==> src/rtl/capture_sequencer.sv <==
// Output-capture run sequencer: align, settle, decimated FIFO capture, done.
// Optional level trigger before capture is enabled by CAPTURE_TRIGGER_EN.
module capture_sequencer #(
    parameter int DATA_W       = 16,
    parameter int LEN_W        = 16,
    parameter int DECIM_W      = 8,
    parameter int ALIGN_CYCLES = 4,
    parameter int PIPE_LAT     = 8
) (
    input  logic                     clk,
    input  logic                     reset_n,
    input  logic                     start,
    input  logic                     abort,
    input  logic [LEN_W-1:0]         length,
    input  logic [DECIM_W-1:0]       decim,
    input  logic signed [DATA_W-1:0] sample_in,
`ifdef CAPTURE_TRIGGER_EN
    input  logic signed [DATA_W-1:0] trig_level,
`endif
    input  logic                     fifo_full,
    output logic                     fifo_wr_en,
    output logic [DATA_W-1:0]        fifo_din,
    output logic                     block_reset,
    output logic                     busy,
    output logic                     done,
    output logic                     overflow,
    output logic [LEN_W-1:0]         count
);

    localparam int PH_MAX = (ALIGN_CYCLES > PIPE_LAT) ? ALIGN_CYCLES : PIPE_LAT;
    localparam int PH_W   = $clog2(PH_MAX + 1);
    localparam logic [PH_W-1:0] ALIGN_LAST  = PH_W'(ALIGN_CYCLES - 1);
    localparam logic [PH_W-1:0] SETTLE_LAST =
        PH_W'((PIPE_LAT > 0) ? PIPE_LAT - 1 : 0);

    typedef enum logic [2:0] {
        S_IDLE,
        S_ALIGN,
        S_SETTLE,
        S_CAPTURE,
        S_FINISH
`ifdef CAPTURE_TRIGGER_EN
        , S_ARM
`endif
    } state_e;

`ifdef CAPTURE_TRIGGER_EN
    localparam state_e POST_SETTLE = S_ARM;
`else
    localparam state_e POST_SETTLE = S_CAPTURE;
`endif

    state_e             state;
    logic [PH_W-1:0]    ph_cnt;
    logic [DECIM_W-1:0] dcnt;
    logic [DECIM_W-1:0] dec_q;
    logic [LEN_W-1:0]   len_q;
`ifdef CAPTURE_TRIGGER_EN
    logic signed [DATA_W-1:0] prev_sample;
`endif

    always_ff @(posedge clk or negedge reset_n) begin
        if (!reset_n) begin
            state       <= S_IDLE;
            ph_cnt      <= '0;
            dcnt        <= '0;
            dec_q       <= '0;
            len_q       <= '0;
            fifo_wr_en  <= 1'b0;
            fifo_din    <= '0;
            block_reset <= 1'b0;
            busy        <= 1'b0;
            done        <= 1'b0;
            overflow    <= 1'b0;
            count       <= '0;
`ifdef CAPTURE_TRIGGER_EN
            prev_sample <= '0;
`endif
        end else begin
            fifo_wr_en <= 1'b0;
            done       <= 1'b0;
`ifdef CAPTURE_TRIGGER_EN
            prev_sample <= sample_in;
`endif
            if (state != S_IDLE && abort) begin
                state       <= S_IDLE;
                block_reset <= 1'b0;
                busy        <= 1'b0;
            end else begin
                case (state)
                    S_IDLE: begin
                        if (start && !abort) begin
                            len_q    <= length;
                            dec_q    <= decim;
                            count    <= '0;
                            overflow <= 1'b0;
                            ph_cnt   <= '0;
                            dcnt     <= '0;
                            busy     <= 1'b1;
                            if (length == '0) begin
                                state <= S_FINISH;
                            end else begin
                                state       <= S_ALIGN;
                                block_reset <= 1'b1;
                            end
                        end
                    end
                    S_ALIGN: begin
                        if (ph_cnt == ALIGN_LAST) begin
                            block_reset <= 1'b0;
                            ph_cnt      <= '0;
                            dcnt        <= '0;
                            if (PIPE_LAT == 0) state <= POST_SETTLE;
                            else               state <= S_SETTLE;
                        end else begin
                            ph_cnt <= ph_cnt + 1'b1;
                        end
                    end
                    S_SETTLE: begin
                        if (ph_cnt == SETTLE_LAST) begin
                            ph_cnt <= '0;
                            dcnt   <= '0;
                            state  <= POST_SETTLE;
                        end else begin
                            ph_cnt <= ph_cnt + 1'b1;
                        end
                    end
`ifdef CAPTURE_TRIGGER_EN
                    S_ARM: begin
                        dcnt <= '0;
                        if (prev_sample < trig_level && trig_level <= sample_in)
                            state <= S_CAPTURE;
                    end
`endif
                    S_CAPTURE: begin
                        dcnt <= (dcnt == dec_q) ? '0 : dcnt + 1'b1;
                        // Slots are fixed in time; a full FIFO drops the sample
                        if (dcnt == '0) begin
                            if (count != len_q) count <= count + 1'b1;
                            if (!fifo_full) begin
                                fifo_wr_en <= 1'b1;
                                fifo_din   <= sample_in;
                            end else begin
                                overflow <= 1'b1;
                            end
                            if (count >= len_q - 1'b1) state <= S_FINISH;
                        end
                    end
                    S_FINISH: begin
                        done  <= 1'b1;
                        busy  <= 1'b0;
                        state <= S_IDLE;
                    end
                    default: begin
                        state       <= S_IDLE;
                        block_reset <= 1'b0;
                        busy        <= 1'b0;
                    end
                endcase
            end
        end
    end

endmodule

==> config.mk <==
export PLATFORM = sky130hd
export DESIGN_NAME = capture_sequencer
export DESIGN_NICKNAME = d
export VERILOG_FILES = /design/src/rtl/capture_sequencer.sv
export SDC_FILE = /design/constraint.sdc
export NUM_CORES = 1
export LEC_CHECK = 0
export CAP_MARGIN = 30
export CORE_MARGIN = 1
export CORE_UTILIZATION = 49
export CTS_BUF_LIST = sky130_fd_sc_hd__clkbuf_4
export DETAILED_ROUTE_END_ITERATION = 10
export PLACE_DENSITY = 0.76
export SETUP_SLACK_MARGIN = 0.4
export SLEW_MARGIN = 15
export SYNTH_ARGS = -nofsm -noshare
export SYNTH_HDL_FRONTEND = slang
export SYNTH_SLANG_ARGS = --single-unit
==> constraint.sdc <==
create_clock -name clk -period 2.8 [get_ports clk]
set_input_delay 0.56 -clock clk [delete_from_list [all_inputs] [get_ports clk]]
set_output_delay 0.56 -clock clk [all_outputs]
set_load 0.01 [all_outputs]
==> out/results.ini, run 1 <==
[cells_and_area]
nFillCells = 732
synthToLayoutAreaGrowth_pct = 27.28
finish.instance_area_um2 = 5744
final_util = 0.6523
layout_commonest_cell = nand2_1
final_cell_mix = 138 x nand2_1, 80 x clkdlybuf4s50_1, 76 x dfrtp_1
drive_gt1_frac = 0.1236
finalNonFillerCells = 731
antennaDiodeCount = 0
nets = 685

[setup_path]
startpoint_type = register
worstPathMaxFanout = 3
r2r_start = len_q[6]
cp_slowest_cell = or4_4
critPathTopFamily = simple AND/OR/NAND/NOR gates
path_buf_inv = 0
critPathCaptureType = register
cp.arrival_ns = 3.42
cp-startpoint = len_q[6]
worstSetupPathType = register to register
critPathRequiredTime_ns = 3.12
path_cells = or4_4 -> or3_4 -> nor4_4 -> xnor2_1 -> ha_1 -> nand4_1 -> a2111oi_2 -> o41ai_1 -> a21oi_1 -> mux2_2
cp_slowest_stage_delay_ns = 0.57

[logic_synthesis]
synth_cells = 519
synth_enable_flop_cells = 0
yosys_warnings = 0
synthesis.area_um2 = 4513
yosysSeqAreaShare = 0.4214
ys_ff_latch = 76
syn_nets = 585
synth_flop_cell = dfrtp_1
synth.distinct_cells = 59
synthArstFlopShare = 1.000
synth.avg_cell_area_um2 = 8.696

[die]
die_w_um = 97.97
fp-row-count = 34
io_pins = 82
initial_core_util = 0.5125
dieArea_um2 = 9598
die_y_um = 97.97
core_area_um2 = 8806

[global_routing]
grt_pass1_wl_mm = 19.45
grt_usage = 0.2568
grt-ovfl-total = 0
grt_max_degree = 41
antenna_found_initial = 0
grt_pass1_vias = 4126

[drt]
dr.pass1.iters = 8
ant_nets = 0
drc = 8
vias = 4125
routed_wl_mm = 11.77
wl_per_cell_um = 16.10
drtIter0Drc = 155
vias_per_cell = 5.643

[sta]
post-route-min-period_ns = 3.101
setup_viol = 3
rsz0062_at_grt = yes
max_slew_margin = 0.6023
finalClockSkew_ns = 0.02175
final-hold-violation-count = 0
max_freq_mhz = 322.5
period_share = 1.107
slew_violations = 0
setup_slack_ns = -0.3006
worst_pin_slew_ns = 0.5926

[cts]
clkTransAtPathRegs_ns = 0.13
clockBufferDepth = 2
cts_made_buffers = 9
cts_htree_levels = 3
hold_buffers = 0
cts_tree = yes
cts_sinks = 76
cts_root_buf = clkbuf_4
clk_latency_ns = 0.43

[power]
p_leak_nw = 2.607
finalPower_mw = 4.452
powerDensity_nw_per_um2 = 775.0
ir_drop_uv = 375.5

[placement]
gp_congestion = 0.9563
portBuffers = 81
place_inst = 714
dp_hpwl_mm = 8.811
placed_area_um2 = 5574
dp_slack_ns = -0.3674

[run_status]
status = finished, violations left
violations = DRC, setup timing

[flow_run]
max_cap_violations = 0

[min_path]
hp-class = input port to asynchronous set/reset pin

==> power by group <==
| part | switching [mW] | internal (mW) | total, mW |
|---|---|---|---|
| clock | 0.408 | 0.267 | 0.675 |
| sequential | 0.253 | 1.39 | 1.64 |
| combinational | 1.09 | 1.04 | 2.13 |
==> metrics by stage <==
stage               hold WS, ns  setup TNS [ns]
floorplan                0.2644         -0.2662
global placement         0.4564         -0.3794
detailed placement       0.4653         -0.8462
CTS                     0.07731         -0.6579
global route            0.07946          -1.124
finish                  0.06102         -0.7699
==> area by class of cell <==
| type | count | area [um2] | share of cell area |
|---|---|---|---|
| Timing Repair Buffer | 116 | 1084 | 0.1886 |
| Clock buffer | 9 | 67.56 | 0.01176 |
| Tap cell | 108 | 135.1 | 0.02352 |
| Clock inverter | 6 | 63.81 | 0.01111 |
| Multi-Input combinational cell | 404 | 2447 | 0.4261 |
| Sequential cell | 76 | 1902 | 0.3311 |
| Inverter | 12 | 45.04 | 0.007841 |
==> per-layer routing <==
layer,wire [um],global-route usage,vias up,part of all wire
li1,-,-,1993,-
met1,5065,0.3126,1991,0.43
met2,5780,0.4355,112,0.49
met3,583,0.05655,29,0.050
met4,338,0.1166,0,0.029
met5,0,0,-,0
==> kinds of logic (layout without fill, tap and decap cells) <==
| group | Yosys count | after routing | share of synthesized area |
|---|---|---|---|
| mux | 5 | 5 | 0.01220 |
| buf+inv | 39 | 143 | 0.04685 |
| xor+xnor | 41 | 41 | 0.07957 |
| simple gates | 261 | 261 | 0.2764 |
| fa+ha+maj | 21 | 21 | 0.05822 |
| flops | 76 | 76 | 0.4214 |
| compound gates | 76 | 76 | 0.1054 |
==> repair_timing <==
| action | 4_1_cts | 5_1_grt |
|---|---|---|
| gates resized for setup | 5 | 2 |
| pin swaps | 1 | 1 |
| endpoints found under the setup margin | 3 | 8 |
| hold endpoints to repair | 0 | 0 |
| setup buffers | 1 | 1 |
==> final timing paths <==
path,end,slack (ns),depth (start not counted)
max,state[0],-0.30,10
min,len_q[5],0.06,1
max reg2reg,state[0],-0.30,10
min reg2reg,fifo_din[10],0.49,2
max in group asynchronous,busy,2.15,2
min in group clk,fifo_din[10],0.49,2
==> state kept, by name, indices dropped and copies added (netlist names) <==
| register | cells |
|---|---|
| count | 16 |
| fifo_din | 16 |
| len_q | 16 |
| dcnt | 8 |
| dec_q | 8 |
| ph_cnt | 4 |
| state | 3 |
| block_reset | 1 |
| busy | 1 |
| done | 1 |
| fifo_wr_en | 1 |
| overflow | 1 |
==> synthesized netlist by cell type (3+ instances only) <==
library cell	n	area, um2
xor2_1	17	148.9
o21ai_0	28	140.1
nand3_1	14	70.07
xnor2_1	24	210.2
or2_2	4	25.02
or4_1	4	30.03
and3_1	3	18.77
inv_1	11	41.29
nor4_1	13	81.33
dfrtp_1	76	1902
nand2_1	138	518.0
nor3_1	11	55.05
a21oi_1	19	95.09
o2111ai_1	3	26.28
mux2_2	4	45.04
and4_1	3	26.28
nor3b_1	4	30.03
or3_1	7	43.79
buf_6	5	56.30
o31ai_1	6	45.04
nand2b_1	4	25.02
ha_1	21	262.8
nand4_1	10	62.56
clkbuf_1	16	60.06
nor2_1	29	108.9
(Power assumes the default switching activity.)
==> run 2, diff against run 1 <==
--- a/config.mk
+++ b/config.mk
@@ -10,7 +10,7 @@
 export CORE_UTILIZATION = 49
 export CTS_BUF_LIST = sky130_fd_sc_hd__clkbuf_4
 export DETAILED_ROUTE_END_ITERATION = 10
-export PLACE_DENSITY = 0.76
+export PLACE_DENSITY = 0.89
 export SETUP_SLACK_MARGIN = 0.4
 export SLEW_MARGIN = 15
 export SYNTH_ARGS = -nofsm -noshare
==> run 2 against run 1 <==
  * The flow still finishes with violations (DRC, setup timing)
  * Cell count decreased by 0.14%
  * Critical endpoint unchanged
  * Core utilization increased by 0.61 points
  * Clock power increased by 27%
  * Sequential power about the same
  * Hold slack got worse by 0.020 ns
  * Total power increased by 4.1%
  * Register-to-register slack improved by 0.04 ns
  * Global-route usage decreased by 0.26 points
  * First-iteration DRC count increased by 48%
  * Clock-buffer cell count unchanged
  * Worst setup slack improved by 0.041 ns
  * Clock skew about the same
==> out/results.ini, run 2 (synthesis gave the netlist of run 1 again) <==
[run_status]
status = finished, violations left
violations = DRC, setup timing

[global_routing]
grt_usage = 0.2542
antenna_found_initial = 0
grt_pass1_wl_mm = 19.69
grt_max_degree = 77
grt-ovfl-total = 0
grt_pass1_vias = 4184

[sta]
max_slew_margin = 0.6214
finalClockSkew_ns = 0.02174
tns_ns = -0.6409
setup_viol = 3
setup_slack_ns = -0.2596
period_share = 1.093
worst_pin_slew_ns = 0.5642
post-route-min-period_ns = 3.060
max_freq_mhz = 326.8
final-hold-violation-count = 0
slew_violations = 0
rsz0062_at_grt = yes

[drt]
ant_nets = 0
dr.pass1.iters = 8
drc = 4
routed_wl_mm = 11.88
vias_per_cell = 5.759
wl_per_cell_um = 16.28
drtIter0Drc = 230
vias = 4204

[setup_path]
r2r_slack_ns = -0.26
crit_end = state[0]
reg2reg_depth = 10
worstSetupPathType = register to register
critPathCaptureType = register
cp.arrival_ns = 3.39
startpoint_type = register
r2r_end = state[0]
critPathRequiredTime_ns = 3.13
cp-startpoint = len_q[6]
r2r_start = len_q[6]
worstPathMaxFanout = 3

[cells_and_area]
multi_input_comb_area_um2 = 2455
layout_commonest_cell = nand2_1
final_cell_mix = 138 x nand2_1, 80 x clkdlybuf4s50_1, 74 x dfrtp_1
top_regs = count: 16 flops, fifo_din: 16 flops, len_q: 16 flops
synthToLayoutAreaGrowth_pct = 28.47
antennaDiodeCount = 0
seq_area_um2 = 1904
nets = 683
drive_gt1_frac = 0.1302
nFillCells = 686
finish.instance_area_um2 = 5798

[die]
die_y_um = 97.97
io_pins = 82
core_area_um2 = 8806
die_w_um = 97.97
dieArea_um2 = 9598
initial_core_util = 0.5125
fp-row-count = 34

[cts]
cts_root_buf = clkbuf_4
cts_made_buffers = 9
cts_sinks = 76
cts_tree = yes
clk_latency_ns = 0.43
post_cts_buffers = 0
clockBufferDepth = 2
hold_buffers = 0
clkTransAtPathRegs_ns = 0.14
cts_htree_levels = 3

[placement]
gp_congestion = 0.9266
portBuffers = 81
dp_hpwl_mm = 8.612
placed_area_um2 = 5554

[min_path]
hp-class = input port to asynchronous set/reset pin

[power]
ir_drop_uv = 430.4
p_leak_nw = 2.621
powerDensity_nw_per_um2 = 799.0

[flow_run]
max_cap_violations = 0

## run 2: changes by cell type in the layout (fill, tap and decap cells not counted), moves of 2 or more
cell and delta:
buf_4 -2, bufinv_16 +2, dfrtp_1 -2, dfrtp_2 +2
## run 2: worst min-delay path by stage
stage	startpoint	to	slack [ns]	depth (start not counted)
global placement	fifo_din[9]	fifo_din[9]	0.46	2
floorplan	reset_n	block_reset	0.26	0
global route	reset_n	overflow	0.05	1
detailed placement	fifo_din[9]	fifo_din[9]	0.46	2
finish	reset_n	count[15]	0.04	1
CTS	reset_n	count[7]	0.31	1
## run 2: worst max-delay path, cell delays in order, from the launching register on
cell,delay [ns]
dfrtp_1,0.40
or4_4,0.55
or3_4,0.38
nor4_4,0.16
xnor2_1,0.09
ha_1,0.30
nand4_1,0.13
a2111oi_2,0.25
o41ai_1,0.13
a21oi_1,0.22
mux2_2,0.37
## run 2: where the power goes
group          internal [mW]  total [mW]  switching, mW
logic                   1.03        2.11           1.08
registers               1.39        1.66          0.268
clock network          0.448       0.859          0.411
total                   2.87        4.63           1.76
## run 2: routing by layer
layer	GRT usage	routed length, um	vias up	share of wire
li1	-	-	1995	-
met4	0.07226	191	0	0.016
met2	0.4399	5892	184	0.50
met1	0.3138	4829	2007	0.41
met5	0	0	-	0
met3	0.06442	970	18	0.082
## run 2: per-stage QoR
step           std cells  utilization  setup slack (ns)  power [mW]  hold WS, ns
2_1_floorplan        519            -           -0.2489       2.922       0.2644
3_3_place_gp         713       0.6307           -0.1937       3.613       0.4569
3_5_place_dp         713       0.6307           -0.2911       3.717       0.4623
4_1_cts              729       0.6542           -0.2389       4.619       0.3078
5_1_grt              730       0.6584           -0.4057       4.950      0.05117
6_report             730       0.6584           -0.2596       4.633      0.04081
## run 2: final cells by class
class,count,share of cell area
repair buffers,114,0.1856
multi-input cells,404,0.4234
inverters,12,0.007769
clock inverters,7,0.01985
clock buffers,9,0.01165
well taps,108,0.02331
flip-flops and latches,76,0.3284
## run 2: timing repair
action / in CTS / in global routing
endpoints found under the setup margin: 4 / 8
pin swaps: 1 / 1
resized for setup: 7 / 4
==> run 3, diff against run 2 <==
--- a/config.mk
+++ b/config.mk
@@ -7,10 +7,12 @@
 export LEC_CHECK = 0
 export CAP_MARGIN = 30
 export CORE_MARGIN = 1
-export CORE_UTILIZATION = 49
+export CORE_UTILIZATION = 60
 export CTS_BUF_LIST = sky130_fd_sc_hd__clkbuf_4
 export DETAILED_ROUTE_END_ITERATION = 10
-export PLACE_DENSITY = 0.89
+export DONT_BUFFER_PORTS = 1
+export GPL_TIMING_DRIVEN = 0
+export PLACE_DENSITY = 0.9
 export SETUP_SLACK_MARGIN = 0.4
 export SLEW_MARGIN = 15
 export SYNTH_ARGS = -nofsm -noshare
==> run 3 against run 2 <==
  * The run ends with setup timing left
  * Cell area shrank 13%
  * Core utilization grew 3.3 points
  * Clock power shrank 15%
  * Die area shrank 18%
  * Hold slack gained 0.14 ns
  * Flip-flop and latch count is the same
  * Cell count shrank 11%
  * Wire length shrank 3.7%
  * Largest cell class unchanged
  * Via count shrank 5.1%
  * Total power shrank 8.6%
==> out/results.ini, run 3 (synthesis gave the netlist of run 1 again) <==
[placement]
dp_slack_ns = -0.7838
portBuffers = 0
gp_congestion = 0.9184
dp_hpwl_mm = 7.970

[run_status]
status = finished, violations left
violations = setup timing

[cells_and_area]
nFillCells = 551
final_util = 0.6919
synthToLayoutAreaGrowth_pct = 11.20
final_cell_mix = 138 x nand2_1, 76 x dfrtp_1, 29 x nor2_1
seq_area_um2 = 1902
antennaDiodeCount = 0
layout_commonest_cell = nand2_1
drive_gt1_frac = 0.1478
top_regs = count: 16 flops, fifo_din: 16 flops, len_q: 16 flops
multi_input_comb_area_um2 = 2486
nets = 609

[cts]
cts_sinks = 76
clockBufferDepth = 2
clk_latency_ns = 0.47
cts_made_buffers = 9
clkTransAtPathRegs_ns = 0.15
cts_htree_levels = 3
cts_root_buf = clkbuf_4
cts_tree = yes

[drt]
dr.pass1.iters = 5
wl_per_cell_um = 17.69
ant_nets = 0
drc = 0
routed_wl_mm = 11.44
vias_per_cell = 6.168
vias = 3991
drtIter0Drc = 300

[sta]
rsz0062_at_grt = yes
post-route-min-period_ns = 3.371
worst_pin_slew_ns = 0.6165
max_freq_mhz = 296.6
setup_slack_ns = -0.5711
tns_ns = -1.512
max_slew_margin = 0.5863
period_share = 1.204
setup_viol = 3
finalClockSkew_ns = 0.03171
slew_violations = 0
final-hold-violation-count = 0

[power]
ir_drop_uv = 497.2
p_leak_nw = 2.339
powerDensity_nw_per_um2 = 843.8

[die]
initial_core_util = 0.6222
fp-row-count = 31
io_pins = 82
dieArea_um2 = 7873
die_w_um = 88.73
die_y_um = 88.73
core_area_um2 = 7253

[setup_path]
reg2reg_depth = 15
r2r_start = len_q[6]
cp_slowest_cell = or4_4
critPathCaptureType = register
crit_end = state[1]
worstSetupPathType = register to register
worstPathMaxFanout = 3
worst_path_most_repeated_cell = buf_4
r2r_end = state[1]
critPathRequiredTime_ns = 3.17
cp-startpoint = len_q[6]
startpoint_type = register
path_cells = clkbuf_8 -> or4_4 -> or3_4 -> nor4_4 -> xnor2_1 -> ha_1 -> buf_4 -> buf_4 -> a21oi_2 -> o21ai_1 -> nor4_2 -> a21oi_1 -> buf_4 -> buf_4 -> o32ai_2
cp.arrival_ns = 3.74
r2r_slack_ns = -0.57
cp_slowest_stage_delay_ns = 0.55

[global_routing]
grt_pass1_vias = 3830
grt_usage = 0.2970
grt_pass1_wl_mm = 17.69
grt-ovfl-total = 0
grt_max_degree = 77
antenna_found_initial = 0

[min_path]
hp-class = input port to register

[flow_run]
max_cap_violations = 0

[run 3: repair_timing]
action | 4_1_cts | 5_1_grt
hold endpoints to repair | 76 | 0
buffers inserted | 5 | 6
hold buffers | 2 | 0
pin swaps | 5 | 3
resized for setup | 12 | 18
setup endpoints to repair | 9 | 21
[run 3: power by group]
group	internal, mW	total (mW)	leakage, nW	switching (mW)
Sequential	1.39	1.72	1.00	0.330
Combinational	0.796	1.79	1.26	0.989
Clock	0.284	0.728	0.0775	0.444
[run 3: layout make-up]
type                       instances  area share
inverter                          12    0.008975
clock inverter                     7     0.01621
tap                               99     0.02468
clock buffer                       9     0.01346
multi-input combinational        404      0.4954
sequential                        76      0.3790
buffer                            27     0.03839
timing repair buffer              13     0.02393
[run 3: metrics by stage]
step	instance area, um2	power, mW	hold slack (ns)	std cells
after global placement	4671	3.177	0.2663	618
final	5019	4.235	0.1801	647
after floorplan	4547	2.922	0.2644	519
after detailed placement	4671	3.290	0.2658	618
after global routing	5019	4.517	0.1665	647
after CTS	4941	4.128	0.1797	641
[run 3: layer usage]
layer | wire length, um | share of wire | GRT usage | vias to the layer above
li1 | - | - | - | 1849
met1 | 4392 | 0.38 | 0.3351 | 1924
met2 | 5637 | 0.49 | 0.5105 | 179
met3 | 1006 | 0.088 | 0.08489 | 39
met4 | 407 | 0.036 | 0.1569 | 0
met5 | 0 | 0 | 0 | -
[run 3: worst min path at each step]
| stage | start | endpoint | slack (ns) | cells past startpoint |
|---|---|---|---|---|
| final | sample_in[6] | fifo_din[6] | 0.18 | 2 |
| after detailed placement | reset_n | len_q[1] | 0.27 | 0 |
| after floorplan | reset_n | block_reset | 0.26 | 0 |
| after CTS | sample_in[6] | fifo_din[6] | 0.18 | 2 |
| after global placement | reset_n | len_q[0] | 0.27 | 0 |
| after global routing | sample_in[0] | fifo_din[0] | 0.17 | 2 |
[run 3: critical path, delay by kind of cell (launching register included)]
kind | cells | cell delay (ns)
xor gates and xnor gates | 1 | 0.16
AOI/OAI and AO/OA | 4 | 0.52
and+or+nand+nor | 4 | 1.25
adders and majority gates | 1 | 0.29
buffers and inverters | 5 | 0.70
DFF | 1 | 0.39
